==> config.mk <==
export PLATFORM = sky130hd
export DESIGN_NAME = key_input_controller
export DESIGN_NICKNAME = d
export VERILOG_FILES = /design/src/rtl/battle_pkg.sv /design/src/rtl/key_debounce.sv /design/src/rtl/key_input_controller.sv
export SDC_FILE = /design/constraint.sdc
export NUM_CORES = 1
export LEC_CHECK = 0
export ABC_AREA = 1
export CAP_MARGIN = 25
export CORE_ASPECT_RATIO = 0.9
export CORE_MARGIN = 4
export CORE_UTILIZATION = 40
export CTS_BUF_LIST = sky130_fd_sc_hd__clkbuf_8
export DETAILED_ROUTE_END_ITERATION = 16
export GPL_ROUTABILITY_DRIVEN = 0
export MAX_ROUTING_LAYER = met4
export PLACE_DENSITY = 0.69
export SLEW_MARGIN = 10
export SYNTH_ARGS = -nofsm -noshare
export SYNTH_HDL_FRONTEND = slang
export SYNTH_HIERARCHICAL = 1
export SYNTH_SLANG_ARGS = --single-unit
==> constraint.sdc <==
create_clock -name frame_clk -period 2.3 [get_ports frame_clk]
set_clock_uncertainty 0.2 [all_clocks]
set_input_delay 0.345 -clock frame_clk [delete_from_list [all_inputs] [get_ports frame_clk]]
set_output_delay 0.345 -clock frame_clk [all_outputs]
set_load 0.01 [all_outputs]
==> src/rtl/battle_pkg.sv <==
// Shared game-controller package: tank facing encoding, HID usage codes
// for the player-1 controls, and the logical key index used by the
// key input controller.
package battle_pkg;

   typedef enum logic [1:0] {
      UP    = 2'd0,
      RIGHT = 2'd1,
      DOWN  = 2'd2,
      LEFT  = 2'd3
   } dir_t;

   typedef enum logic [2:0] {
      K_UP    = 3'd0,
      K_RIGHT = 3'd1,
      K_DOWN  = 3'd2,
      K_LEFT  = 3'd3,
      K_FIRE  = 3'd4,
      K_PAUSE = 3'd5
   } key_idx_t;

   localparam int NUM_KEYS = 6;

   localparam logic [7:0] HID_W     = 8'h1A;
   localparam logic [7:0] HID_D     = 8'h07;
   localparam logic [7:0] HID_S     = 8'h16;
   localparam logic [7:0] HID_A     = 8'h04;
   localparam logic [7:0] HID_SPACE = 8'h2C;
   localparam logic [7:0] HID_P     = 8'h13;

   localparam logic [7:0] HID_UP    = 8'h52;
   localparam logic [7:0] HID_RIGHT = 8'h4F;
   localparam logic [7:0] HID_DOWN  = 8'h51;
   localparam logic [7:0] HID_LEFT  = 8'h50;

   // A key is present when either of the two report slots carries its code.
   function automatic logic key_hit(input logic [15:0] kc, input logic [7:0] code);
      return (kc[7:0] == code) || (kc[15:8] == code);
   endfunction

endpackage

==> src/rtl/key_debounce.sv <==
// Per-key debouncer: the debounced level only changes after DEBOUNCE
// consecutive frame samples disagree with it. rise/fall are registered
// one-frame pulses coincident with the level change.
module key_debounce #(
   parameter int DEBOUNCE = 2
) (
   input  logic frame_clk,
   input  logic Reset,
   input  logic raw,
   output logic level,
   output logic rise,
   output logic fall
);

   localparam logic [3:0] DB_CNT = 4'(DEBOUNCE);

   logic [3:0] cnt;
   logic [3:0] cnt_inc;

   assign cnt_inc = cnt + 4'd1;

   // Count disagreeing samples; a single agreeing sample restarts the count.
   always_ff @(posedge frame_clk or negedge Reset) begin
      if (!Reset) begin
         cnt   <= '0;
         level <= 1'b0;
         rise  <= 1'b0;
         fall  <= 1'b0;
      end else begin
         rise <= 1'b0;
         fall <= 1'b0;
         if (raw == level) begin
            cnt <= '0;
         end else if (cnt_inc == DB_CNT) begin
            cnt   <= '0;
            level <= raw;
            rise  <= raw;
            fall  <= ~raw;
         end else begin
            cnt <= cnt_inc;
         end
      end
   end

endmodule

==> src/rtl/key_input_controller.sv <==
// Player-1 key input controller: turns the two-slot HID keycode into
// debounced, newest-press-wins movement, a rate-limited fire pulse and a
// pause toggle, all registered on frame_clk.
// Optional build macro KEY_ARROWS_EN: arrow keys also drive the directions.
module key_input_controller
   import battle_pkg::*;
#(
   parameter int DEBOUNCE      = 2,
   parameter int FIRE_COOLDOWN = 30
) (
   input  logic        frame_clk,
   input  logic        Reset,
   input  logic [15:0] keycode,
   output logic        move,
   output logic [1:0]  dir,
   output logic        fire,
   output logic        paused
);

   localparam logic [7:0] CD_LOAD = 8'(FIRE_COOLDOWN);

   logic [NUM_KEYS-1:0] raw;
   logic [NUM_KEYS-1:0] lvl;
   logic [NUM_KEYS-1:0] rise;
   logic [NUM_KEYS-1:0] fall;
   logic                unused_keys;

   dir_t       act_dir, act_dir_nx;
   logic       act_mv, act_mv_nx;
   logic       paused_nx;
   logic       hold_out;
   logic       fire_nx;
   logic [7:0] cooldown, cooldown_nx;

   // Lowest index wins: UP > RIGHT > DOWN > LEFT.
   function automatic dir_t pick_dir(input logic [3:0] keys);
      if (keys[0]) return UP;
      if (keys[1]) return RIGHT;
      if (keys[2]) return DOWN;
      return LEFT;
   endfunction

   // Map the report slots onto the logical keys before debouncing.
   always_comb begin
      raw          = '0;
      raw[K_UP]    = key_hit(keycode, HID_W);
      raw[K_RIGHT] = key_hit(keycode, HID_D);
      raw[K_DOWN]  = key_hit(keycode, HID_S);
      raw[K_LEFT]  = key_hit(keycode, HID_A);
      raw[K_FIRE]  = key_hit(keycode, HID_SPACE);
      raw[K_PAUSE] = key_hit(keycode, HID_P);
`ifdef KEY_ARROWS_EN
      raw[K_UP]    = raw[K_UP]    | key_hit(keycode, HID_UP);
      raw[K_RIGHT] = raw[K_RIGHT] | key_hit(keycode, HID_RIGHT);
      raw[K_DOWN]  = raw[K_DOWN]  | key_hit(keycode, HID_DOWN);
      raw[K_LEFT]  = raw[K_LEFT]  | key_hit(keycode, HID_LEFT);
`endif
   end

   for (genvar k = 0; k < NUM_KEYS; k++) begin : g_key
      key_debounce #(
         .DEBOUNCE (DEBOUNCE)
      ) u_deb (
         .frame_clk (frame_clk),
         .Reset     (Reset),
         .raw       (raw[k]),
         .level     (lvl[k]),
         .rise      (rise[k]),
         .fall      (fall[k])
      );
   end

   // Fire and pause act on edges only; their levels and fire release are not needed.
   assign unused_keys = ^{lvl[K_FIRE], lvl[K_PAUSE], fall[K_FIRE], fall[K_PAUSE]};

   // Direction arbitration: a new press takes over, losing the active key falls back to the best held one.
   always_comb begin
      act_dir_nx = act_dir;
      act_mv_nx  = act_mv;
      if (rise[3:0] != 4'b0000) begin
         act_dir_nx = pick_dir(rise[3:0]);
         act_mv_nx  = 1'b1;
      end else if (lvl[3:0] == 4'b0000) begin
         act_mv_nx  = 1'b0;
      end else if (fall[act_dir]) begin
         act_dir_nx = pick_dir(lvl[3:0]);
         act_mv_nx  = 1'b1;
      end
   end

   // Pause toggles first; fire and cooldown then see the resulting pause state.
   always_comb begin
      paused_nx   = paused ^ rise[K_PAUSE];
      hold_out    = paused | paused_nx;
      fire_nx     = 1'b0;
      cooldown_nx = cooldown;
      if (!paused_nx) begin
         if (rise[K_FIRE] && (cooldown == 8'd0)) begin
            fire_nx     = 1'b1;
            cooldown_nx = CD_LOAD;
         end else if (cooldown != 8'd0) begin
            cooldown_nx = cooldown - 8'd1;
         end
      end
   end

   // Arbitration state keeps running while paused; the visible outputs are frozen until a full unpaused frame.
   always_ff @(posedge frame_clk or negedge Reset) begin
      if (!Reset) begin
         act_dir  <= UP;
         act_mv   <= 1'b0;
         paused   <= 1'b0;
         cooldown <= 8'd0;
         fire     <= 1'b0;
         move     <= 1'b0;
         dir      <= UP;
      end else begin
         act_dir  <= act_dir_nx;
         act_mv   <= act_mv_nx;
         paused   <= paused_nx;
         cooldown <= cooldown_nx;
         fire     <= fire_nx;
         move     <= act_mv_nx & ~hold_out;
         if (!hold_out) begin
            dir <= act_dir_nx;
         end
      end
   end

endmodule

Yosys cells after proc, flatten, opt, wreduce, memory -nomap -nowiden
Index checks and enable logic that the tools add are counted.
- add/sub/neg operators: 7
- order comparisons: 1
- equality and inequality tests: 24
- multiplexer cells: 80
- bitwise gates (word level): 15
- reduce and logical (&&, ||, !) cells: 19
- operators by type and width (cell ; count):
    $mux W1 ; 50
    $eq A8 B5 Y1 const B ; 6
    $mux W4 ; 12
    $eq A8 B3 Y1 const B ; 4
    $mux W2 ; 15
    $add A4 B1 Y4 const B ; 6
    $eq A4 B2 Y1 const B ; 6
    $eq A8 B6 Y1 const B ; 2
    $mux W8 ; 2
    $reduce_and A2 Y1 ; 7
    $not A1 Y1 ; 12
    $logic_not A8 Y1 ; 1
    $reduce_bool A8 Y1 ; 1
    $sub A8 B1 Y8 const B ; 1
    $eq A1 B1 Y1 ; 6
    $logic_or A1 B1 Y1 ; 6
    $logic_not A4 Y1 ; 1
    $lt A2 B4 Y1 const B ; 1
    $reduce_bool A4 Y1 ; 1
    $bmux W1 S2 ; 1
    $reduce_bool A2 Y1 ; 1
    $and A1 B1 Y1 ; 1
    $logic_and A1 B1 Y1 ; 1
    $or A1 B1 Y1 ; 1
    $xor A1 B1 Y1 ; 1
- bits in registers: 56
- input bits: 18
- output and inout port bits: 5
- word-level logic and storage cells: 175

Logic depth before layout (Yosys ltp)
Gate-level depths: netlist (run 1).
- depth after elaboration: 20
- mapped depth: 11
- gate-level depth less buffers: 10

By module
Netlist (run 1), hierarchy kept.
- modules (own cells, without submodules) (module ; times used ; cells each ; area an instance (µm²)):
    key_debounce at g_key[0].u_deb ... ; 5 ; 42 ; 350.3
    key_input_controller ; 1 ; 154 ; 1086.0
    key_debounce at g_key[5].u_deb ; 1 ; 42 ; 355.3

Worst setup path before layout (run 1)
OpenSTA, ideal clock, no wires.
- path kind: in2reg
- start point: input keycode[7]
- end point: register g_key[0].u_deb.cnt[0]
- data arrival time: 1.587 ns
- data required time: 2.029 ns
- setup slack: 0.442 ns
- stages: 9
- buffers on the path: 0
- cell sequence: or2_2 -> nor3_1 -> nand4_1 -> o41ai_1 -> inv_1 -> or2_4 -> nand2_4 -> nand2_1 -> nor2_1
- longest elaborated chain between the ends: 4
- RTL lines (element ; RTL line ; text):
    start: declaration ; key_input_controller.sv:13 ; input logic [15:0] keycode,
    $eq A8 B5 Y1 ; battle_pkg.sv:38 ; return (kc[7:0] == code) || (kc[15:8] == code);
    $logic_or A1 B1 Y1 ; battle_pkg.sv:38 ;
    net raw[0] ; key_input_controller.sv:22 ; logic [NUM_KEYS-1:0] raw;
    $eq A1 B1 Y1 ; key_debounce.sv:32 ; if (raw == level) begin
    $mux W4 ; key_debounce.sv:32 ;
    end signal: assignment ; key_debounce.sv:40 ; cnt <= cnt_inc;
    end: declaration ; key_debounce.sv:17 ; logic [3:0] cnt;
The timed path passes the listed nets, and every way through them passes these cells.
A chain may end at the register's enable or synchronous reset.

Worst setup path in the final report (run 1)
Ends and elaborated chain as after synthesis.

==> flow_summary.ini, run 1 <==
[outcome]
result_of_the_run = complete, no violations

[sta]
setup_viol = 0
hold-worst-slack_ps = 294
timing.fmax_ghz = 0.470
final-hold-violation-count = 0
finalSetupTns_ps = 0
final_critical_path_setup_slack_ps = 170
final-max-slew-violation-count = 0
final_period_minus_worst_setup_slack_ps = 2130
share_of_the_clock_period_used_by_the_worst_path_after_layout_pct = 92.6
timing_worst_slew_pin_value_ps = 715
rsz0062_at_grt = false
slew-limit-headroom_pct = 52.3

[job]
max_cap_viol_count = 0

[critical_path]
path_class = in -> reg
timing.critical_path.to_type = flip-flop
cp.required_ps = 2350
maximum_net_fanout_on_the_critical_path = 3
timing.critical_path.arrival_ps = 2180
critical_path.startpoint_type = input port

[die]
coreArea_um2 = 7580
chipWidth_um = 101
core.rowCount = 30
die-height_um = 92.0
floorplan.die_area_um2 = 9320
start_util_pct = 41.4
floorplan.io_pins = 23

[worst_hold_path]
timing.hold.worst.class = reg -> reg

[yosys]
post_synthesis_mean_instance_area_um2 = 7.80
synth_fp_nets = 434
synthesis.yosys.warnings = 6
syn-cell-area_um2 = 3140
syn-instance-count = 402

[drt]
vias = 2448
viasPerCell = 4.51
wirelength_mm = 5.32
route.detailed.wl_per_inst_um = 9.80
detail_route.iter0.violations = 101
route.antenna.remaining_nets = 0
firstDrtPassIters = 4
drcViolationCount = 0

[clock_network]
cts_root_buffer = sky130_fd_sc_hd__clkbuf_8
ctsLongestPathBuffers = 2
clk-insertion-delay-late_ps = 310
cts.reportedPaths.clkPinSlew_ps = 90
cts.htree.levels = 2
cts.repair_timing.setup_buffer_count = 0
tritoncts_num_sinks = 56
cts_buffers = 5
cts_tree = yes
cts_resized = 0

[final_layout]
area_growth_syn_to_layout_pct = 17.2
area_occupied_by_multi_input_gates_um2 = 1390
post-route-util_pct = 48.5
fraction_of_final_layout_cells_sized_beyond_drive_strength_1_pct = 15.0
n_fill_cell = 738
ff_latch_area_um2 = 1400
nets = 478
n_antenna_cell = 0

[global_routing]
overall_track_demand_over_capacity_in_global_routing_pct = 13.2
globalRouteOverflowTotal = 0
maximum_number_of_pins_on_one_net_before_global_route_repair = 57
grt_antenna_before_repair = 0
grt_pass1_wl_mm = 9.84
first_global_vias = 2328

[place]
place.port_buffers = 22
dp_worst_setup_slack_ps = -159
half_perimeter_wire_length_after_detailed_placement_mm = 4.10

[power]
power.density_nw_per_um2 = 634
ir_worst_vdd_mv = 0.294
p_leak_uw = 0.00191
p_total_uw = 2330
==> layer usage <==
| layer | routed length (um) | part of all wire, % | vias up | track usage, % |
|---|---|---|---|---|
| li1 | - | - | 1309 | - |
| met1 | 2600 | 49 | 1094 | 17.4 |
| met2 | 2450 | 46 | 37 | 20.3 |
| met3 | 175 | 3.3 | 8 | 2.36 |
| met4 | 97 | 1.8 | 0 | 4.98 |
| met5 | 0 | 0 | - | - |
==> power by group <==
group | internal, uW | total, uW | switching (uW)
registers | 1100 | 1180 | 76.8
logic | 253 | 594 | 341
clock network | 241 | 557 | 316
total | 1600 | 2330 | 733
==> state kept, by name, summed over array words and instances (netlist names) <==
register           cells
g_key.u_deb/rise       6
g_key.u_deb/fall       4
act_mv                 1
paused                 1
dir                    2
cooldown               8
g_key.u_deb/level      6
g_key.u_deb/cnt       24
fire                   1
act_dir                2
move                   1
==> worst paths after layout <==
check	from	end	slack, ps	cells after the start
worst max-delay path	keycode[7]	g_key[0].u_deb/cnt[0]	170	11
worst min-delay path	cooldown[0]	cooldown[0]	290	1
worst max register to register	cooldown[0]	cooldown[7]	450	9
worst min register to register	cooldown[0]	cooldown[0]	290	1
max in group asynchronous	Reset	g_key[3].u_deb/cnt[3]	930	3
min in group asynchronous	Reset	cooldown[5]	500	3
==> final cells by class <==
cell class                      count  area share [%]
Clock buffer                        6            2.25
Clock inverter                      2           0.306
Inverter                           90            9.19
Multi-Input combinational cell    255            37.7
Sequential cell                    56            38.1
Tap cell                           96            3.27
Timing Repair Buffer               38            9.19
==> critical path, stage by stage <==
cell	delay, ps
sky130_fd_sc_hd__clkdlybuf4s50_1	390
sky130_fd_sc_hd__or2_2	310
sky130_fd_sc_hd__nor3_1	210
sky130_fd_sc_hd__buf_4	160
sky130_fd_sc_hd__nand4_1	70
sky130_fd_sc_hd__o41ai_1	100
sky130_fd_sc_hd__inv_1	110
sky130_fd_sc_hd__or2_4	270
sky130_fd_sc_hd__nand2_4	60
sky130_fd_sc_hd__nand2_1	50
sky130_fd_sc_hd__nor2_1	90
==> placed cells by master (no fill, tap or decap), drive strengths merged <==
cell           instances
o32ai                  2
o22ai                  1
o21bai                 1
clkinvlp               1
dfrtp                 56
nor3                   3
inv                   91
nand2                118
o31ai                  1
dlygate4sd3            1
o41ai                  2
a21oi                  9
nand3                 29
ha                    14
clkbuf                 6
or2                    8
nand4                 10
buf                   16
o21ai                  8
nor2                  44
clkdlybuf4s50         21
and2                   1
xor2                   4
==> what timing repair did <==
action | in CTS | in global routing
endpoints found under the hold margin | 56 | 0
hold buffers | 1 | 0
endpoints found under the setup margin | 0 | 0
==> through the flow <==
stage | std cells | instance area, um2
5_1_grt | 543 | 3680
3_3_place_gp | 534 | 3570
6_report | 543 | 3680
3_5_place_dp | 534 | 3570
2_1_floorplan | 402 | 3140
4_1_cts | 543 | 3680
No activity file was read; power rests on OpenSTA's default activity.
==> run 2, diff against run 1 <==
CTS_CLUSTER_SIZE = 8   (was unset)
DONT_BUFFER_PORTS = 1   (was unset)
PLACE_DENSITY = 0.65   (was 0.69)
==> run 2 against run 1 <==
Net effect:
- non-clock buffer count is 36 lower
- maximum frequency is 13% higher
- combinational power is 14% lower
==> flow_summary.ini, run 2 (synthesis results as in run 1) <==
[outcome]
result_of_the_run = complete, no violations

[clock_network]
cts_resized = 0
cts.htree.levels = 2
cts.repair_timing.setup_buffer_count = 0
ctsLongestPathBuffers = 2
cts.reportedPaths.clkPinSlew_ps = 100
cts_root_buffer = sky130_fd_sc_hd__clkbuf_8
cts_buffers = 5
cts_tree = yes
clk-insertion-delay-late_ps = 310
tritoncts_num_sinks = 56

[die]
die-height_um = 92.0
chipWidth_um = 101
floorplan.die_area_um2 = 9320
coreArea_um2 = 7580
core.rowCount = 30
floorplan.io_pins = 23
start_util_pct = 41.4

[place]
dp_worst_setup_slack_ps = 297
dp_cells = 497
placement.cell_area_um2 = 3240
half_perimeter_wire_length_after_detailed_placement_mm = 4.00
place.port_buffers = 0

[sta]
final_critical_path_setup_slack_ps = 415
timing.fmax_ghz = 0.531
final-hold-violation-count = 0
final-max-slew-violation-count = 0
rsz0062_at_grt = false
final_period_minus_worst_setup_slack_ps = 1880
setup_viol = 0
finalSetupTns_ps = 0
timing_worst_slew_pin_value_ps = 449
slew-limit-headroom_pct = 70.0
share_of_the_clock_period_used_by_the_worst_path_after_layout_pct = 81.9

[final_layout]
post-route-util_pct = 44.4
most_flop_heavy_register = g_key.u_deb/cnt
stdcell_area_um2 = 3370
final_common_cell = sky130_fd_sc_hd__nand2_1
nets = 442
n_fill_cell = 760
area_growth_syn_to_layout_pct = 7.38
n_antenna_cell = 0
finish.cell_count_without_fillers = 506
registers_with_the_most_flip_flops = g_key.u_deb/cnt: 24 flops, cooldown: 8 flops
fraction_of_final_layout_cells_sized_beyond_drive_strength_1_pct = 12.7
layout.cells.most_common_list = 97 x sky130_fd_sc_hd__nand2_1, 87 x sky130_fd_sc_hd__inv_1, 56 x sky130_fd_sc_hd__dfrtp_1
largest_register_ff_count = 24

[drt]
drcViolationCount = 0
wirelength_mm = 5.24
route.detailed.wl_per_inst_um = 10.4
route.antenna.remaining_nets = 0
detail_route.iter0.violations = 93
viasPerCell = 4.61
vias = 2335
firstDrtPassIters = 4

[job]
max_cap_viol_count = 0

[global_routing]
overall_track_demand_over_capacity_in_global_routing_pct = 12.9
grt_pass1_wl_mm = 9.43
globalRouteOverflowTotal = 0
maximum_number_of_pins_on_one_net_before_global_route_repair = 57
first_global_vias = 2188
grt_antenna_before_repair = 0

[critical_path]
critPathCapture = cooldown[1]
ff2ff_setup_slack_ps = 420
critPathMaxStageDelay_ps = 410
critical_path.slowest_cell = sky130_fd_sc_hd__dfrtp_1
cp.required_ps = 2330
worstPathCellList = inv_1 > ha_1 > nand3_2 > nor2_4 > nand3_2 > nand2_2 > nand2_2 > inv_1 > nand2_1 > o21ai_0
critical_path.startpoint_type = flip-flop
timing.rr.start = cooldown[0]
timing.critical_path.arrival_ps = 1920
endpoint_of_the_worst_register_to_register_path = cooldown[1]
path_class = reg -> reg
crit_start = cooldown[0]
timing.critical_path.to_type = flip-flop
maximum_net_fanout_on_the_critical_path = 11
worst_reg_to_reg_cells = 10

[power]
power.density_nw_per_um2 = 667
p_leak_uw = 0.00175
ir_worst_vdd_mv = 0.218

[worst_hold_path]
timing.hold.worst.class = in -> reg
hold_depth = 3
==> run 2: cell count changes in the layout (fill, tap and decap cells not counted) <==
cell,before,now
sky130_fd_sc_hd__clkdlybuf4s50_1,21,0
sky130_fd_sc_hd__inv_1,88,87
sky130_fd_sc_hd__buf_16,0,1
sky130_fd_sc_hd__clkbuf_8,6,5
sky130_fd_sc_hd__inv_6,0,1
sky130_fd_sc_hd__buf_4,15,0
sky130_fd_sc_hd__buf_2,1,0
==> run 2: repair_timing <==
| action | 4_1_cts | 5_1_grt |
|---|---|---|
| hold buffers | 2 | 0 |
| setup endpoints to repair | 0 | 0 |
| endpoints found under the hold margin | 56 | 0 |
==> run 2: critical path: cells and delay by family, from the launching register on <==
family,cells,cell delay [ps]
adder cells (fa/ha/maj),1,200
AND/OR/NAND/NOR,6,650
buffers and inverters,2,270
flip-flops,1,410
AO/OA/AOI/OAI,1,70
==> run 2: how the worst min path moves through the flow <==
stage,from,endpoint,slack [ps]
floorplan,Reset,act_dir[0],-150
global placement,Reset,cooldown[4],-150
detailed placement,Reset,cooldown[4],-150
CTS,keycode[10],g_key[0].u_deb/level,50
global route,keycode[10],g_key[0].u_deb/level,90
finish,keycode[10],g_key[0].u_deb/level,60
==> run 2: cell type report <==
| cell class | count | area [um2] | share of cell area, % |
|---|---|---|---|
| Multi-Input combinational cell | 255 | 1390 | 41.1 |
| Clock buffer | 5 | 68.8 | 2.04 |
| Timing Repair Buffer | 2 | 37.5 | 1.11 |
| Clock inverter | 2 | 16.3 | 0.483 |
| Tap cell | 96 | 120 | 3.57 |
| Inverter | 90 | 338 | 10.0 |
| Sequential cell | 56 | 1400 | 41.6 |
==> run 2: routing by layer <==
| layer | vias up | wire length (um) | GRT usage [%] | part of all wire [%] |
|---|---|---|---|---|
| li1 | 1236 | - | - | - |
| met1 | 1051 | 2630 | 17.4 | 50 |
| met5 | - | 0 | - | 0 |
| met3 | 7 | 228 | 2.97 | 4.4 |
| met4 | 0 | 75 | 4.32 | 1.4 |
| met2 | 41 | 2310 | 19.0 | 44 |
==> run 2: stage by stage <==
step,power [uW],hold slack (ps)
2_1_floorplan,1620,-151
3_3_place_gp,1690,-149
3_5_place_dp,1710,-149
4_1_cts,2290,48.8
5_1_grt,2430,85.2
6_report,2240,62.1
==> run 2: power by group <==
group	switching (uW)	leakage, uW	internal (uW)
Combinational	316	0.000956	195
Clock	327	0.0000406	213
Sequential	91.8	0.000758	1100
